### config.mk
export PLATFORM = sky130hd
export DESIGN_NAME = booth_ctrl
export DESIGN_NICKNAME = d
export VERILOG_FILES = /design/src/rtl/booth_ctrl.sv
export SDC_FILE = /design/constraint.sdc
export NUM_CORES = 1
export LEC_CHECK = 0
export CAP_MARGIN = 40
export CORE_AREA = 2 2 39 41
export CTS_BUF_LIST = sky130_fd_sc_hd__clkbuf_16
export DETAILED_ROUTE_END_ITERATION = 6
export DIE_AREA = 0 0 41 43
export GPL_TIMING_DRIVEN = 0
export PLACE_DENSITY_LB_ADDON = 0.2
export SYNTH_ARGS = -nofsm -noshare
export SYNTH_HDL_FRONTEND = slang
export SYNTH_SLANG_ARGS = --single-unit
### constraint.sdc
create_clock -name clk -period 1.6 [get_ports clk]
set_input_delay 0.24 -clock clk [delete_from_list [all_inputs] [get_ports clk]]
set_output_delay 0.24 -clock clk [all_outputs]
set_load 0.01 [all_outputs]
### src/rtl/booth_ctrl.sv
// Radix-2 Booth multiplier control sequencer.
// Issues one-hot datapath strobes c0..c6 for a w-iteration multiply.
module booth_ctrl #(
    parameter int w  = 16,
    parameter int CW = $clog2(w)
) (
    input  logic          clk,
    input  logic          rst,
    input  logic          start,
    input  logic          q0,
    input  logic          q_1,
    output logic          c0,
    output logic          c1,
    output logic          c2,
    output logic          c3,
    output logic          c4,
    output logic          c5,
    output logic          c6,
    output logic          busy,
    output logic          done,
    output logic [CW-1:0] cnt
);

    typedef enum logic [3:0] {
        IDLE   = 4'd0,
        LOAD_M = 4'd1,
        LOAD_Q = 4'd2,
        TEST   = 4'd3,
        ADD    = 4'd4,
        SUB    = 4'd5,
        SHIFT  = 4'd6,
        OUT_A  = 4'd7,
        OUT_Q  = 4'd8,
        DONE   = 4'd9
    } state_t;

    localparam logic [CW-1:0] LAST = CW'(w - 1);

    state_t        state;
    state_t        state_nxt;
    logic [CW-1:0] cnt_nxt;

    // State and iteration counter registers; reset wins over everything.
    always_ff @(posedge clk) begin
        if (rst) begin
            state <= IDLE;
            cnt   <= '0;
        end else begin
            state <= state_nxt;
            cnt   <= cnt_nxt;
        end
    end

    // Next-state logic and Moore strobe decode from the registered state.
    always_comb begin
        state_nxt = IDLE;
        cnt_nxt   = cnt;
        c0        = 1'b0;
        c1        = 1'b0;
        c2        = 1'b0;
        c3        = 1'b0;
        c4        = 1'b0;
        c5        = 1'b0;
        c6        = 1'b0;
        busy      = 1'b1;
        done      = 1'b0;
        unique case (state)
            IDLE: begin
                busy      = 1'b0;
                state_nxt = start ? LOAD_M : IDLE;
            end
            LOAD_M: begin
                c0        = 1'b1;
                state_nxt = LOAD_Q;
            end
            LOAD_Q: begin
                c1        = 1'b1;
                cnt_nxt   = '0;
                state_nxt = TEST;
            end
            TEST: begin
                unique case ({q0, q_1})
                    2'b10:   state_nxt = SUB;
                    2'b01:   state_nxt = ADD;
                    default: state_nxt = SHIFT;
                endcase
            end
            ADD: begin
                c2        = 1'b1;
                state_nxt = SHIFT;
            end
            SUB: begin
                c3        = 1'b1;
                state_nxt = SHIFT;
            end
            SHIFT: begin
                c4 = 1'b1;
                if (cnt == LAST) begin
                    state_nxt = OUT_A;
                end else begin
                    cnt_nxt   = cnt + CW'(1);
                    state_nxt = TEST;
                end
            end
            OUT_A: begin
                c5        = 1'b1;
                state_nxt = OUT_Q;
            end
            OUT_Q: begin
                c6        = 1'b1;
                state_nxt = DONE;
            end
            DONE: begin
                done      = 1'b1;
                state_nxt = IDLE;
            end
            default: begin
                busy      = 1'b0;
                state_nxt = IDLE;
            end
        endcase
    end

endmodule

# == Word level (Yosys, flattened, before mapping) ==
# Cells that the tools add are included.
# W data, S select, Z words.
# classes
n_addsub,1
mul,0
n_div,0
order_cmp,0
eq_ne,13
n_shift,0
mux,15
n_bitwise,0
n_reduce_logical,5
# op_table
operator,count
$pmux W4 S8,1
$eq A4 B3 Y1 const B,4
$eq A4 B4 Y1 const B,3
$mux W1,10
$reduce_or A9 Y1,1
$eq A4 B2 Y1 const B,2
$pmux W4 S2,1
$add A4 B1 Y4 const B,1
$eq A4 B1 Y1 const B,1
$logic_not A4 Y1,1
$mux W4,1
$pmux W2 S2,1
$mux W3,1
$eq A2 B1 Y1 const B,1
$eq A2 B2 Y1 const B,1
$ne A2 B2 Y1 const B,1
$reduce_and A2 Y1,1
$reduce_bool A2 Y1,1
$reduce_or A2 Y1,1
# totals
register_bits,8
latch_bits,0
mem_bits_rw,0
romBits,0
input_bits,5
output_inout_bits,13
word_cells,36
memories,0

# == Depth between registers and ports, before layout ==
# Gate-level depths: netlist of the first run.
# depth
word_depth,3
mapped_depth,5
mapped_depth_nobuf,5

# == Worst setup path after synthesis of the first run ==
# OpenSTA, ideal clock, no wires.
# synth_timing
path_type,register to register
from,register cnt[0]
to,register state[2]
setup_time_ns,0.103
t_arrival_ns,1.256
t_required_ns,1.497
slack_ns,0.241
path_stages_with_launch,5
path_buffers,0
period_less_slack_ns,1.359
path_cell_list,dfxtp_1 > ha_1 > nand3_2 > o211a_1 > a2111oi_2
# synth_between
elab_chain_cells,3
# synth_lines
element,line_no,source
"start, declared",21,output logic [CW-1:0] cnt
"start signal, assigned",50,cnt <= cnt_nxt;
$eq A4 B4 Y1,98,if (cnt == LAST) begin
$mux W3,98,
$pmux W4 S8,67,unique case (state)
"end signal, assigned",49,state <= state_nxt;
"end, declared",39,state_t state;
# Every way passes these cells.
# A chain may end at the register's enable or synchronous reset.

# == Worst setup path after layout of the first run ==
# layout_timing
from,register state[2]
to,output busy
# layout_between
elab_chain_cells,3
word_cells_on_any_way,11
classes_between,9 x eq/ne; 1 x mux; 1 x reduce/logical
# layout_lines
element,line_no,source
"$eq A4 B3 Y1, or another cell as far along",67,
$reduce_or A9 Y1 (no line) (*),-,
$mux W1 (*),67,
"end, declared",19,"output logic busy,"
# Every way passes the cells marked *; elsewhere a longest branch is shown, timed or not.

==> results of run 1 <==
synth_stat cells (2+ instances only):
| cell type | n | area, um^2 |
|---|---|---|
| sky130_fd_sc_hd__a21oi_1 | 6 | 30.0 |
| sky130_fd_sc_hd__buf_2 | 3 | 15.0 |
| sky130_fd_sc_hd__dfxtp_1 | 8 | 160 |
| sky130_fd_sc_hd__ha_1 | 2 | 25.0 |
| sky130_fd_sc_hd__inv_1 | 5 | 18.8 |
| sky130_fd_sc_hd__nand2_1 | 4 | 15.0 |
| sky130_fd_sc_hd__nand2b_1 | 2 | 12.5 |
| sky130_fd_sc_hd__nor2_1 | 3 | 11.3 |
| sky130_fd_sc_hd__nor3_1 | 2 | 10.0 |
| sky130_fd_sc_hd__nor4b_1 | 2 | 17.5 |
| sky130_fd_sc_hd__o21ai_0 | 3 | 15.0 |
final cells by class:
class / count / area [um^2]
Sequential cell: 8 / 161
Inverter: 5 / 18.8
Multi-Input combinational cell: 43 / 327
Clock buffer: 3 / 75.1
Fill cell: 143 / 568
Timing Repair Buffer: 20 / 165
Tap cell: 16 / 20.0
Buffer: 5 / 48.8
worst max path at each step:
stage,end,slack [ns],cells past startpoint,from
finish,busy,0.04,4,state[2]
CTS,c1,0.01,4,state[3]
floorplan,state[2],0.24,4,cnt[0]
detailed placement,c5,-0.16,5,state[1]
global placement,c5,-0.16,5,state[1]
global route,c5,0.003,5,state[0]
stage by stage:
step                area (um^2)  setup WS, ns  instances
floorplan                   519         0.241         61
global placement            699        -0.163         93
detailed placement          699        -0.162         93
CTS                         801        0.0113         97
global route                816       0.00251        100
finish                      816        0.0387        100
per-layer routing:
| layer | track usage, % | vias up | wire length [um] | share of wire [%] |
|---|---|---|---|---|
| met5 | 0 | - | 0 | 0 |
| met4 | 8.00 | 0 | 9 | 0.71 |
| met3 | 4.71 | 2 | 42 | 3.3 |
| met2 | 22.2 | 8 | 563 | 45 |
| met1 | 24.7 | 259 | 648 | 51 |
| li1 | - | 269 | - | - |
registers in the layout, summed over array words and instances, names as in the netlist:
register	cells
cnt	4
state	4
report_power, final:
part	total, mW	leakage, nW	switching [mW]	internal (mW)
logic	0.183	0.248	0.0848	0.0985
clock network	0.414	0.0370	0.0924	0.322
registers	0.219	0.0655	0.00829	0.211
total	0.817	0.350	0.186	0.631
cell families after synthesis:
family,Yosys count
AOI/OAI and AO/OA,16
adders and majority gates,2
DFF,8
and+or+nand+nor,25
buffers and inverters,10
what timing repair did:
action	in CTS	in global routing
setup buffers	1	3
endpoints found under the setup margin	9	6
resized for setup	22	9
pin swaps	2	1
==> summary.txt, run 1 <==
Run status - finished clean
Cells after Synth - 61
Synthesized area per cell - 8.51 um^2
Period utilisation layout - 97.6%
Rel. slew slack - 71.2%
Yosys synthesis warning count - 0
Number of synthesized flops with an enable pin - 0
Crit Path Max Fanout - 10
Worst reg2reg setup slack - 0.17 ns
Boundary pin count - 18
Fraction of registers with async set or reset after synthesis - 0%
Effective utilization at floorplan - 37.5%
Cells traversed along the worst timing path - buf_6 > nor3_4 > a21oi_1 > dlygate4sd2_1
Total DRC errors in the routed layout - 0
Crit path max-delay family - buffers and inverters
Final clock skew - 0.00277 ns
Compound-gate portion of the synthesized area - 21.9%
Antenna-violating nets left - 0
Layout overhead on the synthesized area - 57.1%
Critical Path Start Type - register
Launch instance of the worst min-delay path - rst
Max stage delay cell, worst path - sky130_fd_sc_hd__dfxtp_2
R2R cell count - 4
Clock slew seen by the registers of the worst setup and hold paths - 0.04 ns
Register area share after synthesis - 30.8%
Commonest cells after routing, fill and taps aside - sky130_fd_sc_hd__dfxtp_1, sky130_fd_sc_hd__clkdlybuf4s50_1, sky130_fd_sc_hd__a21oi_1, sky130_fd_sc_hd__inv_1
Multiplexer share of the synthesized area - 0%
Routed wire length - 1260 um
Fraction of the core area covered by cells at the end of the flow - 59.0%
Worst R2R End - state[2]
Via count - 538
CTS H-tree depth - 1
Worst Hold End - cnt[1]
Number of nets at the end of the flow - 93
Maximum VDD drop - 0.550 mV
Count of buffering cells on the critical path with inverters included - 2
GPL Wtd Cong - 0.778
Die Outline Area - 1760 um^2
Simple-gate area share of the yosys netlist - 33.0%
Global-route wire length before repair - 2050 um
Via-to-Cell Ratio - 5.38
TritonCTS clock tree - done
Critical path type - reg2out
Arrival time at the worst endpoint - 1.32 ns
Maxcap violations - 0
Count of buffers from port buffering - 16
Total power draw - 0.817 mW
Vias in the first global route - 479
Critical Path Sink Type - primary output
Number of cell rows - 14
Data required time at the worst endpoint - 1.36 ns
Slew Viols, Final - 0
Total count of hold-check failures in the final report - 0
Synth unique cells - 32
Sum Neg Setup Slack - 0 ns
Clock tree root buffer cell - sky130_fd_sc_hd__clkbuf_16
Leak Pwr - 0.350 nW
Delay of the slowest cell on the worst path - 0.34 ns
Router iterations before antenna repair - 4
Adder-cell share of the synthesized area - 4.82%
Combinational family with the most area after synthesis - simple AND/OR/NAND/NOR gates
Fmax achieved - 640 MHz
Net Count, Synth - 68
Core ar. - 1380 um^2
Summed instance area of the synthesized netlist - 519 um^2
Overall routing resource usage - 16.9%
Initial antenna violation count - 0
Clock Tree Buf Depth - 2
Path category of the worst min-delay check - in2reg
Grt total ovfl - 0
Number of clock buffers inserted by TritonCTS - 3
Register bit total from synthesis - 8
Primary FF master, synth - sky130_fd_sc_hd__dfxtp_1
Power per Cell Area - 1000 nW/um^2
Ratio of cells with drive above 1 in the final layout - 32.1%
Final period demand of the worst path - 1.56 ns
Hold Worst Slack - 0.408 ns
Average wire per standard cell - 12.6 um
Worst Max-Slew Pin Slew - 0.431 ns
Vert. Die Dim - 43 um
Floorplan die width - 41 um
Pin count of the biggest net entering global routing - 11
Xor and xnor area share after synthesis - 0%
Quantity of hold-fixing buffers added after cts - 0
Cell depth of the worst hold path - 2
Number of antenna cells inserted - 0
Placed wire-length estimate - 836 um
Clk sink count - 8
Initial detailed-routing violation count - 11
Clock latency on the worst-skew pair - 0.23 ns
Setup repair after global routing missed its margin - false
Final setup violating endpoints - 0
Worst r2r src - cnt[0]
(Power assumes the default switching activity.)
==> inputs of run 2 (changes only) <==
- clock period: 1.6 -> 1.9 ns (I/O delays scaled with it)
==> run 2 against run 1 <==
Net effect:
- routed wire length is 5.9% lower
- largest cell class unchanged
- non-clock buffer count is 4 lower
- critical path type unchanged
- critical path depth stayed put
- first-iteration DRC count is 27% higher
- sequential share of layout area is 0.34 points higher
==> summary.txt, run 2 (synthesis results as in run 1) <==
Run status - finished clean
Maximum VDD drop - 0.437 mV (-21%)
Internal power contribution - 0.514 mW (-18%)
Boundary pin count - 18 (unchanged)
Clk sink count - 8 (unchanged)
Path category of the worst min-delay check - in2reg
Overall routing resource usage - 16.5% (-0.40 points)
Data required time at the worst endpoint - 1.62 ns (+0.26 ns)
Critical path type - reg2out
Initial detailed-routing violation count - 14 (+3)
Quantity of hold-fixing buffers added after cts - 0 (unchanged)
Sum Neg Setup Slack - 0 ns (unchanged)
Critical Path Sink Type - primary output
Average wire per standard cell - 12.4 um (-1.9%)
Count of buffering cells on the critical path with inverters included - 2 (unchanged)
CTS H-tree depth - 1 (unchanged)
Leak Pwr - 0.374 nW (+6.7%)
Vert. Die Dim - 43 um (unchanged)
Number of nets at the end of the flow - 89 (-4.3%)
Worst r2r src - cnt[0]
Hold Worst Slack - 0.447 ns (+0.0385 ns)
Setup repair after global routing missed its margin - false
Sw Pwr - 0.147 mW (-21%)
Max stage delay cell, worst path - sky130_fd_sc_hd__clkdlybuf4s50_1
GPL Wtd Cong - 0.778 (unchanged)
Critical Path Start Type - register
Total DRC errors in the routed layout - 0 (unchanged)
Slew Viols, Final - 0 (unchanged)
Clock latency on the worst-skew pair - 0.23 ns (about the same)
Total power draw - 0.662 mW (-19%)
Post-route design area - 796 um^2 (-2.5%)
Floorplan die width - 41 um (unchanged)
Arrival time at the worst endpoint - 1.53 ns (+0.21 ns)
Crit path max-delay family - buffers and inverters
Rel. slew slack - 72.2% (+0.97 points)
Clock Tree Buf Depth - 2 (unchanged)
Worst reg2reg setup slack - 0.48 ns (+0.31 ns)
Crit. Startpoint - state[3]
Maxcap violations - 0 (unchanged)
Launch instance of the worst min-delay path - rst
Worst Setup Slack, final - 0.0881 ns (+0.0494 ns)
Cells traversed along the worst timing path - buf_6 > nand2b_1 > nor3_1 > clkdlybuf4s50_1
Number of cell rows - 14 (unchanged)
TritonCTS clock tree - done
Crit Path Max Fanout - 10 (unchanged)
Clock slew seen by the registers of the worst setup and hold paths - 0.04 ns (about the same)
Initial antenna violation count - 0 (unchanged)
Switching share of power - 22.3% (-0.45 points)
Routed wire length - 1190 um (-5.9%)
Die Outline Area - 1760 um^2 (unchanged)
Layout overhead on the synthesized area - 53.3%
Number of antenna cells inserted - 0 (unchanged)
Worst R2R End - state[2]
Count of buffers from port buffering - 16 (unchanged)
Antenna-violating nets left - 0 (unchanged)
Delay of the slowest cell on the worst path - 0.56 ns (+0.22 ns)
Effective utilization at floorplan - 37.5% (unchanged)
Ratio of cells with drive above 1 in the final layout - 21.3% (-11 points)
Total count of hold-check failures in the final report - 0 (unchanged)
Register share of total power - 27.6% (+0.8 points)
Number of cells on the critical path - 4 (unchanged)
Worst slack at placement - 0.0932 ns (+0.255 ns)
Pin count of the biggest net entering global routing - 11 (unchanged)
Standard cell area after detailed placement - 699 um^2 (unchanged)
R2R cell count - 4 (unchanged)
Fmax achieved - 552 MHz
Grt total ovfl - 0 (unchanged)
Worst Max-Slew Pin Slew - 0.417 ns (-0.0145 ns)
Router iterations before antenna repair - 4 (unchanged)
Critical path endpoint - c2
Share of total power in combinational logic - 19.9% (-2.6 points)
Via count - 512 (-4.8%)
Via-to-Cell Ratio - 5.33 (-0.87%)
Final setup violating endpoints - 0 (unchanged)
Commonest cells after routing, fill and taps aside - sky130_fd_sc_hd__dfxtp_1, sky130_fd_sc_hd__clkdlybuf4s50_1, sky130_fd_sc_hd__a21oi_1, sky130_fd_sc_hd__inv_1, sky130_fd_sc_hd__dlygate4sd2_1
Total setup buffers inserted after CTS - 0 (-1)
Vias in the first global route - 462 (-3.5%)
Number of clock buffers inserted by TritonCTS - 3 (unchanged)
Core ar. - 1380 um^2 (unchanged)
Final clock skew - 0.00204 ns (-0.000732 ns)
Fillers - 138 (-3.5%)
Clk network pwr share - 52.5% (+1.8 points)
Top Registers - cnt (4), state (4)
Period utilisation layout - 95.4%
Power per Cell Area - 832 nW/um^2 (-17%)
Global-route wire length before repair - 2010 um (-2.0%)
Placed wire-length estimate - 836 um (unchanged)
Clock tree root buffer cell - sky130_fd_sc_hd__clkbuf_16
Final period demand of the worst path - 1.81 ns
==> run 2: cell types whose count changed in the layout (fill, tap and decap cells not counted), sizes merged <==
| cell | delta |
|---|---|
| buf | -6 |
| clkbuf | -2 |
| clkdlybuf4s15 | -1 |
| clkdlybuf4s50 | +1 |
| dlygate4sd2 | +1 |
| dlymetal6s2s | +3 |
==> run 2: worst min path at each step <==
stage	endpoint	slack, ns	depth (start not counted)
after floorplan	state[2]	0.51	2
after global placement	cnt[1]	0.53	2
after detailed placement	cnt[1]	0.52	2
after CTS	state[3]	0.45	2
after global routing	cnt[1]	0.49	2
final	cnt[1]	0.45	2
==> run 2: power groups by stage <==
stage / logic, mW / registers, mW / clock network [mW]
finish: 0.132 / 0.183 / 0.347
global route: 0.145 / 0.184 / 0.359
CTS: 0.133 / 0.182 / 0.351
detailed placement: 0.127 / 0.184 / 0
global placement: 0.126 / 0.184 / 0
floorplan: 0.0792 / 0.183 / 0
==> run 2: what timing repair did <==
action,CTS,global route
endpoints found under the hold margin,0,0
gates resized for setup,10,4
endpoints found under the setup margin,6,3
==> run 2: worst register-to-register path, stage by stage, from the launching register on <==
cell                        delay (ns)
sky130_fd_sc_hd__dfxtp_1          0.41
sky130_fd_sc_hd__ha_1             0.25
sky130_fd_sc_hd__nand3_2          0.12
sky130_fd_sc_hd__o211a_1          0.23
sky130_fd_sc_hd__a2111oi_2        0.31
==> run 2: cell type report <==
type	count	area, um^2	share of cell area, %
Timing Repair Buffer	16	161	20.3
Tap cell	16	20.0	2.52
Multi-Input combinational cell	43	319	40.1
Buffer	5	41.3	5.19
Sequential cell	8	160	20.1
Inverter	5	18.8	2.36
Clock buffer	3	75.1	9.43
==> run 2: layer usage <==
layer  global-route usage (%)  up-vias  share of wire [%]
met5                        0        -                  0
met4                     8.00        0               0.76
met3                     4.71        2                3.9
met2                     20.9       11                 43
met1                     24.7      235                 52
li1                         -      264                  -
==> run 2: through the flow <==
stage / utilization (%) / std cells
6_report: 57.5 / 96
3_3_place_gp: 50.5 / 93
3_5_place_dp: 50.5 / 93
5_1_grt: 57.5 / 96
4_1_cts: 56.7 / 96
2_1_floorplan: - / 61
